==> src/rtl/fetch_stage.sv <==
// Instruction fetch for the 64-bit LEGv8 core: owns the PC, addresses IM and fills the IF/ID register.
// Latency: the PC presented in cycle N appears in IF/ID after the next rising edge.
// Backpressure: stall holds PC, IF/ID and count; a redirect overrides stall and flushes IF/ID.
module fetch_stage #(
  parameter logic [63:0] RESET_PC   = 64'h0,
  parameter logic [63:0] IMEM_BYTES = 64'd64
) (
  input  logic        clk,
  input  logic        reset,
  output logic [63:0] pc_addr,
  input  logic [31:0] instruction,
  input  logic        stall,
  input  logic        branch_taken,
  input  logic [63:0] branch_target,
  output logic [63:0] if_id_pc,
  output logic [31:0] if_id_instr,
  output logic        if_id_valid,
  output logic        halted,
  output logic [31:0] fetch_count
);

  // HALT is not stored separately: it is a pure function of the PC, so any
  // PC update (reset, redirect, increment) moves the stage in or out of it.
  localparam logic [0:0] RUN  = 1'b0;
  localparam logic [0:0] HALT = 1'b1;

  logic [63:0] pc_q;
  logic [63:0] redirect_pc;
  logic [0:0]  state;

  // Word-align the redirect so pc_addr[1:0] can never be nonzero.
  assign redirect_pc = branch_target & ~64'h3;

  // Fetch stops as soon as the PC points past the end of the program image.
  assign state   = (pc_q >= IMEM_BYTES) ? HALT : RUN;
  assign halted  = (state == HALT);
  assign pc_addr = pc_q;

  // PC update: reset > redirect > stall > halt hold > sequential increment.
  always_ff @(posedge clk) begin
    if (reset) begin
      pc_q <= RESET_PC & ~64'h3;
    end else if (branch_taken) begin
      pc_q <= redirect_pc;
    end else if (!stall && state == RUN) begin
      pc_q <= pc_q + 64'd4;
    end
  end

  // IF/ID register and fetch counter: load on a normal fetch, flush on a
  // redirect, insert bubbles while halted unless decode is stalled.
  always_ff @(posedge clk) begin
    if (reset) begin
      if_id_pc    <= 64'h0;
      if_id_instr <= 32'h0;
      if_id_valid <= 1'b0;
      fetch_count <= 32'h0;
    end else if (branch_taken) begin
      if_id_pc    <= 64'h0;
      if_id_instr <= 32'h0;
      if_id_valid <= 1'b0;
    end else if (stall) begin
      if_id_valid <= if_id_valid;
    end else if (state == HALT) begin
      if_id_valid <= 1'b0;
    end else begin
      if_id_pc    <= pc_q;
      if_id_instr <= instruction;
      if_id_valid <= 1'b1;
      fetch_count <= fetch_count + 32'd1;
    end
  end

endmodule

==> config.mk <==
export PLATFORM = sky130hd
export DESIGN_NAME = fetch_stage
export DESIGN_NICKNAME = d
export VERILOG_FILES = /design/src/rtl/fetch_stage.sv
export SDC_FILE = /design/constraint.sdc
export NUM_CORES = 1
export LEC_CHECK = 0
export ABC_AREA = 0
export BUFFER_PORTS_ARGS = -buffer_cell sky130_fd_sc_hd__buf_2
export CORE_MARGIN = 2
export CORE_UTILIZATION = 45
export DETAILED_ROUTE_END_ITERATION = 6
export MAX_ROUTING_LAYER = met4
export PLACE_DENSITY = 0.87
export SYNTH_ARGS = -nofsm -noshare
export SYNTH_HDL_FRONTEND = slang
export SYNTH_SLANG_ARGS = --single-unit
==> constraint.sdc <==
create_clock -name clk -period 3.8 [get_ports clk]
set_clock_uncertainty 0.1 [all_clocks]
set_input_delay 0.57 -clock clk [delete_from_list [all_inputs] [get_ports clk]]
set_output_delay 0.57 -clock clk [all_outputs]
set_load 0.02 [all_outputs]
After elaboration in Yosys (flattened, before gate mapping)
Cells that the tools add are included.

Add/sub/neg operators: 2. Magnitude comparators: 1. Multiplexer cells: 4. Bitwise operators: 3. Reduce and logical (&&, ||, !) cells: 6.

Operator list (number): $mux 64 (2); $add 64x3->64 const B (1); $ge 64x7->1 const B (1); $add 32x1->32 const B (1); $not 1->1 (3); $reduce_and 3->1 (1); $mux 1 (2); $reduce_and 2->1 (1); $reduce_bool 2->1 (1); $reduce_or 2->1 (1); $logic_and 1x1->1 (1); $logic_not 1->1 (1).

Register bits: 193.

Longest topological paths before layout
Word-level depth: 6. Depth in mapped cells: 8.

Worst setup path before layout
Ideal clock, no wire load.

Path type: register to output. Start point: register pc_q[22] (netlist: pc_addr[22]). End point: output halted. Data arrival time: 1.649 ns. Required time: 3.130 ns. Path slack: 1.481 ns. Stages on the path, launching flop included: 7. Buffers on the path: 2. Cell sequence: dfxtp_1 -> nor4_1 -> nand4_1 -> nor4_2 -> inv_2 -> clkbuf_1 -> clkbuf_1.

Cells in the longest elaborated chain, start to end: 2.

Ends and longest elaborated chain: from (decl) (RTL line 27) `logic [63:0] pc_q;`; from (signal assigned) (RTL line 42) `pc_q <= RESET_PC & ~64'h3;`; from (signal assigned) (RTL line 44) `pc_q <= redirect_pc;`; from (signal assigned) (RTL line 46) `pc_q <= pc_q + 64'd4;`; $ge 64x7->1 (RTL line 35) `assign state = (pc_q >= IMEM_BYTES) ? HALT : RUN;`; $mux 1 (RTL line 35); to (decl) (RTL line 18) `output logic halted,`.

Every way passes these cells.

Final worst setup path
Start point: register pc_q[55] (netlist: pc_addr[55]). End point: output halted.

The elaborated chain is that of the path after synthesis.

==> results.md <==
* Outcome: finished, final reports clean
* TNS Setup at 0 ns
* CP Max Fanout at 48
* Slowest Stage Delay on Critical Path at around 0.40 ns
* FMAX at 0.3049 GHz
* Power density over the cells at 446.0 nW/um2
* Hold Path End: pc_addr[38]$_SDFFE_PP0P_
* Total GRT Usage at 23.09%
* Hold crit path type: input pin to flop
* Total number of vias at 6538
* Final WS setup at 0.5203 ns
* Crit path cell chain: nor4_1 > nand4_1 > nor4_4 > inv_2 > buf_4 > buf_2
* Register area share after synthesis at 53.04%
* CTS tree: done
* Core box area at 15710 um2
* Reg-to-reg startpoint: pc_addr[55]$_SDFFE_PP0P_
* Nets at 1116
* Post-route ant nets at 0
* Hold_buf cts at 0
* Die Area at between 15000 and 20000 um2
* Post_cts resized at 0
* Post-Place Cells at 1210
* Share of flip-flops with an asynchronous set or reset at 0%
* Boundary Pins at ~300
* Slowest cell on crit path: nor4_1
* Initial Utilization at 45.40%
* Total gr overflow at 0
* Pin count of the biggest net entering global routing at 66
* Vias in the first global route at 5977
* Min-delay src: branch_target[38]
* PortBufs at 287
* Max-Cap Viols at 0
* Arrival time worst endpoint at around 2.6 ns
* R2R Path End: pc_addr[4]$_SDFFE_PP0P_
* Worst-margin pin slew at 1.024 ns
* Synth unique cells at 39
* Peak VDD IR at 317.0 uV
* Worst hold stages at 3
* Crit path required time at around 3.1 ns
* Routability cong. at 0.8238
* EDFF count, synth at 0
* Leakage at 4.498 nW
* Global-route wire length before repair at 30150 um
* Root buffer selected by CTS: clkbuf_16
* Clock Tree Buf Depth at 2
* Synthesized area per cell at 9.373 um2
* CP Capture Type: output pin
* Post-route DRC violation count at 0
* Wire length per cell at about 16 um
* CTS Sinks at 189
* Synth-to-Final Area Change at 29.89%
* Crit Path Category: flop to output pin
* RSZ-0062 raised after global routing: false
* DIE HEIGHT at 129.9 um
* Fin cells at 1243
* Row count at 46
* Clock transition at path regs at roughly 0.080 ns
* Clk_lat worst skew at about 0.43 ns
* H-Tree Depth at 4
* Reg2reg setup slack at 0.95 ns
* Min cycle time layout at about 3.3 ns
* Fillers at 1362
* Top_reg_cell synth: dfxtp_1
* Initial antenna violation count at 0
* Reg2Reg Depth at 7
* Slew margin rel. at 31.71%
* Pre-antenna DRT Iters at 4
* Initial DRC Count at 382
* Syn. warnings at 0
* Cells after Synth at between 700 and 800
* Worst setup SP type: flop
* Buffers & Inverters on Critical Path at 3
* Total routed wirelength at 19790 um
* Mapped cell area at just over 7000 um2
* Max Slew Vio Count at 0
* Layout cells sized above 1 at approximately a third
* Fin crit share at 86.31%
* #FFs+latches synth at between 150 and 200
* Final hold violation count at 0
* Setup WS pre-CTS at 0.9339 ns
* Setup violators final at 0
* Total CTS buffers at 17
* Top cell family by delay on the critical path: simple AND/OR/NAND/NOR gates
* Die W at 129.9 um
* Vias/cell at 5.260
* Detail Placement HPWL at 13590 um
* Setup Fix Bufs, Post-CTS at 0
[worst max-delay path by stage]
stage	startpoint	end	slack, ns	depth (start not counted)
floorplan	pc_addr[22]$_SDFFE_PP0P_	halted	1.48	6
global placement	pc_addr[55]$_SDFFE_PP0P_	halted	0.92	6
detailed placement	pc_addr[55]$_SDFFE_PP0P_	pc_addr[4]$_SDFFE_PP0P_	0.93	7
CTS	pc_addr[55]$_SDFFE_PP0P_	halted	0.45	6
global route	pc_addr[18]$_SDFFE_PP0P_	halted	0.34	6
finish	pc_addr[55]$_SDFFE_PP0P_	halted	0.52	6
[metal layers]
layer | share of wire, % | routed length, um | vias up | track usage, %
met3 | 5.8 | 1146 | 27 | 5.986
met5 | 0 | 0 | - | -
met1 | 43 | 8563 | 3099 | 28.34
met2 | 49 | 9732 | 220 | 37.73
met4 | 1.7 | 342 | 0 | 6.578
li1 | - | - | 3192 | -
[layout make-up]
cell class                 instances  area, um2  area share [%]
antenna                            1      2.502         0.02701
timing repair buffer             296       1509           16.29
inverter                          13      48.80          0.5267
clock buffer                      17      425.4           4.591
tap                              216      270.3           2.917
clock inverter                    15      168.9           1.823
sequential                       189       3784           40.84
multi-input combinational        496       3057           32.99
[tightest hold or removal path: stages]
cell and delay [ns]:
buf_2 0.08, mux2i_1 0.05, nor2_1 0.07
[cell usage in the layout, fill, tap and decap left out, types with 4 or more instances in the layout]
| cell type | instances |
|---|---|
| buf_2 | 285 |
| dfxtp_1 | 189 |
| nor2_1 | 90 |
| and3_1 | 58 |
| mux2i_1 | 57 |
| nand3_1 | 53 |
| a21oi_1 | 52 |
| nor4_1 | 23 |
| o21ai_1 | 23 |
| o21ai_0 | 17 |
| clkbuf_16 | 17 |
| nand2_1 | 15 |
| nor2b_1 | 15 |
| nand4_1 | 14 |
| mux2_1 | 14 |
| o31ai_1 | 13 |
| or4_1 | 12 |
| inv_1 | 11 |
| buf_4 | 11 |
| nor3_1 | 8 |
| mux2_2 | 4 |
| conb_1 | 4 |
| inv_8 | 4 |
[state kept, by name, summed over array words and instances, names as in the netlist]
name         count
if_id_pc        62
pc_addr         62
fetch_count     32
if_id_instr     32
if_id_valid      1
[logic make-up after synthesis]
kind of cell / Yosys count / synth area share, %
flops: 189 / 53.04
fa+ha+maj: 3 / 0.5263
simple gates: 303 / 22.56
buf+inv: 79 / 4.420
mux: 75 / 10.84
other cells: 1 / 0.05257
compound gates: 111 / 8.560
[synthesized netlist by cell type, drive strengths merged (9+ instances only)]
cell | number | area share [%]
or4 | 12 | 1.3
a21oi | 52 | 3.6
mux2 | 18 | 2.8
o21ai | 40 | 2.8
nor2 | 91 | 4.8
nor4 | 25 | 2.4
buf | 13 | 0.95
mux2i | 57 | 8.0
nand3 | 53 | 3.7
nor3 | 9 | 0.70
clkbuf | 53 | 2.8
nand4 | 15 | 1.4
dfxtp | 189 | 53
o31ai | 13 | 1.4
nor2b | 15 | 1.3
nand2 | 15 | 0.79
and3 | 58 | 5.1
inv | 12 | 0.63
[power breakdown]
group | switching [mW] | total (mW) | internal, mW | leakage [nW]
sequential | 0.0339 | 2.05 | 2.02 | 1.53
clock | 0.880 | 1.77 | 0.890 | 0.284
combinational | 0.193 | 0.310 | 0.117 | 2.68
[metrics by stage]
stage	power (mW)	utilization, %	hold slack (ns)	cell area (um2)
floorplan	2.279	-	0.4345	7144
global placement	2.400	55.17	0.3444	8668
detailed placement	2.407	55.17	0.3437	8668
CTS	4.166	58.95	0.2668	9263
global route	4.291	58.95	0.2633	9263
finish	4.132	58.97	0.2763	9265
(Power assumes the default switching activity.)
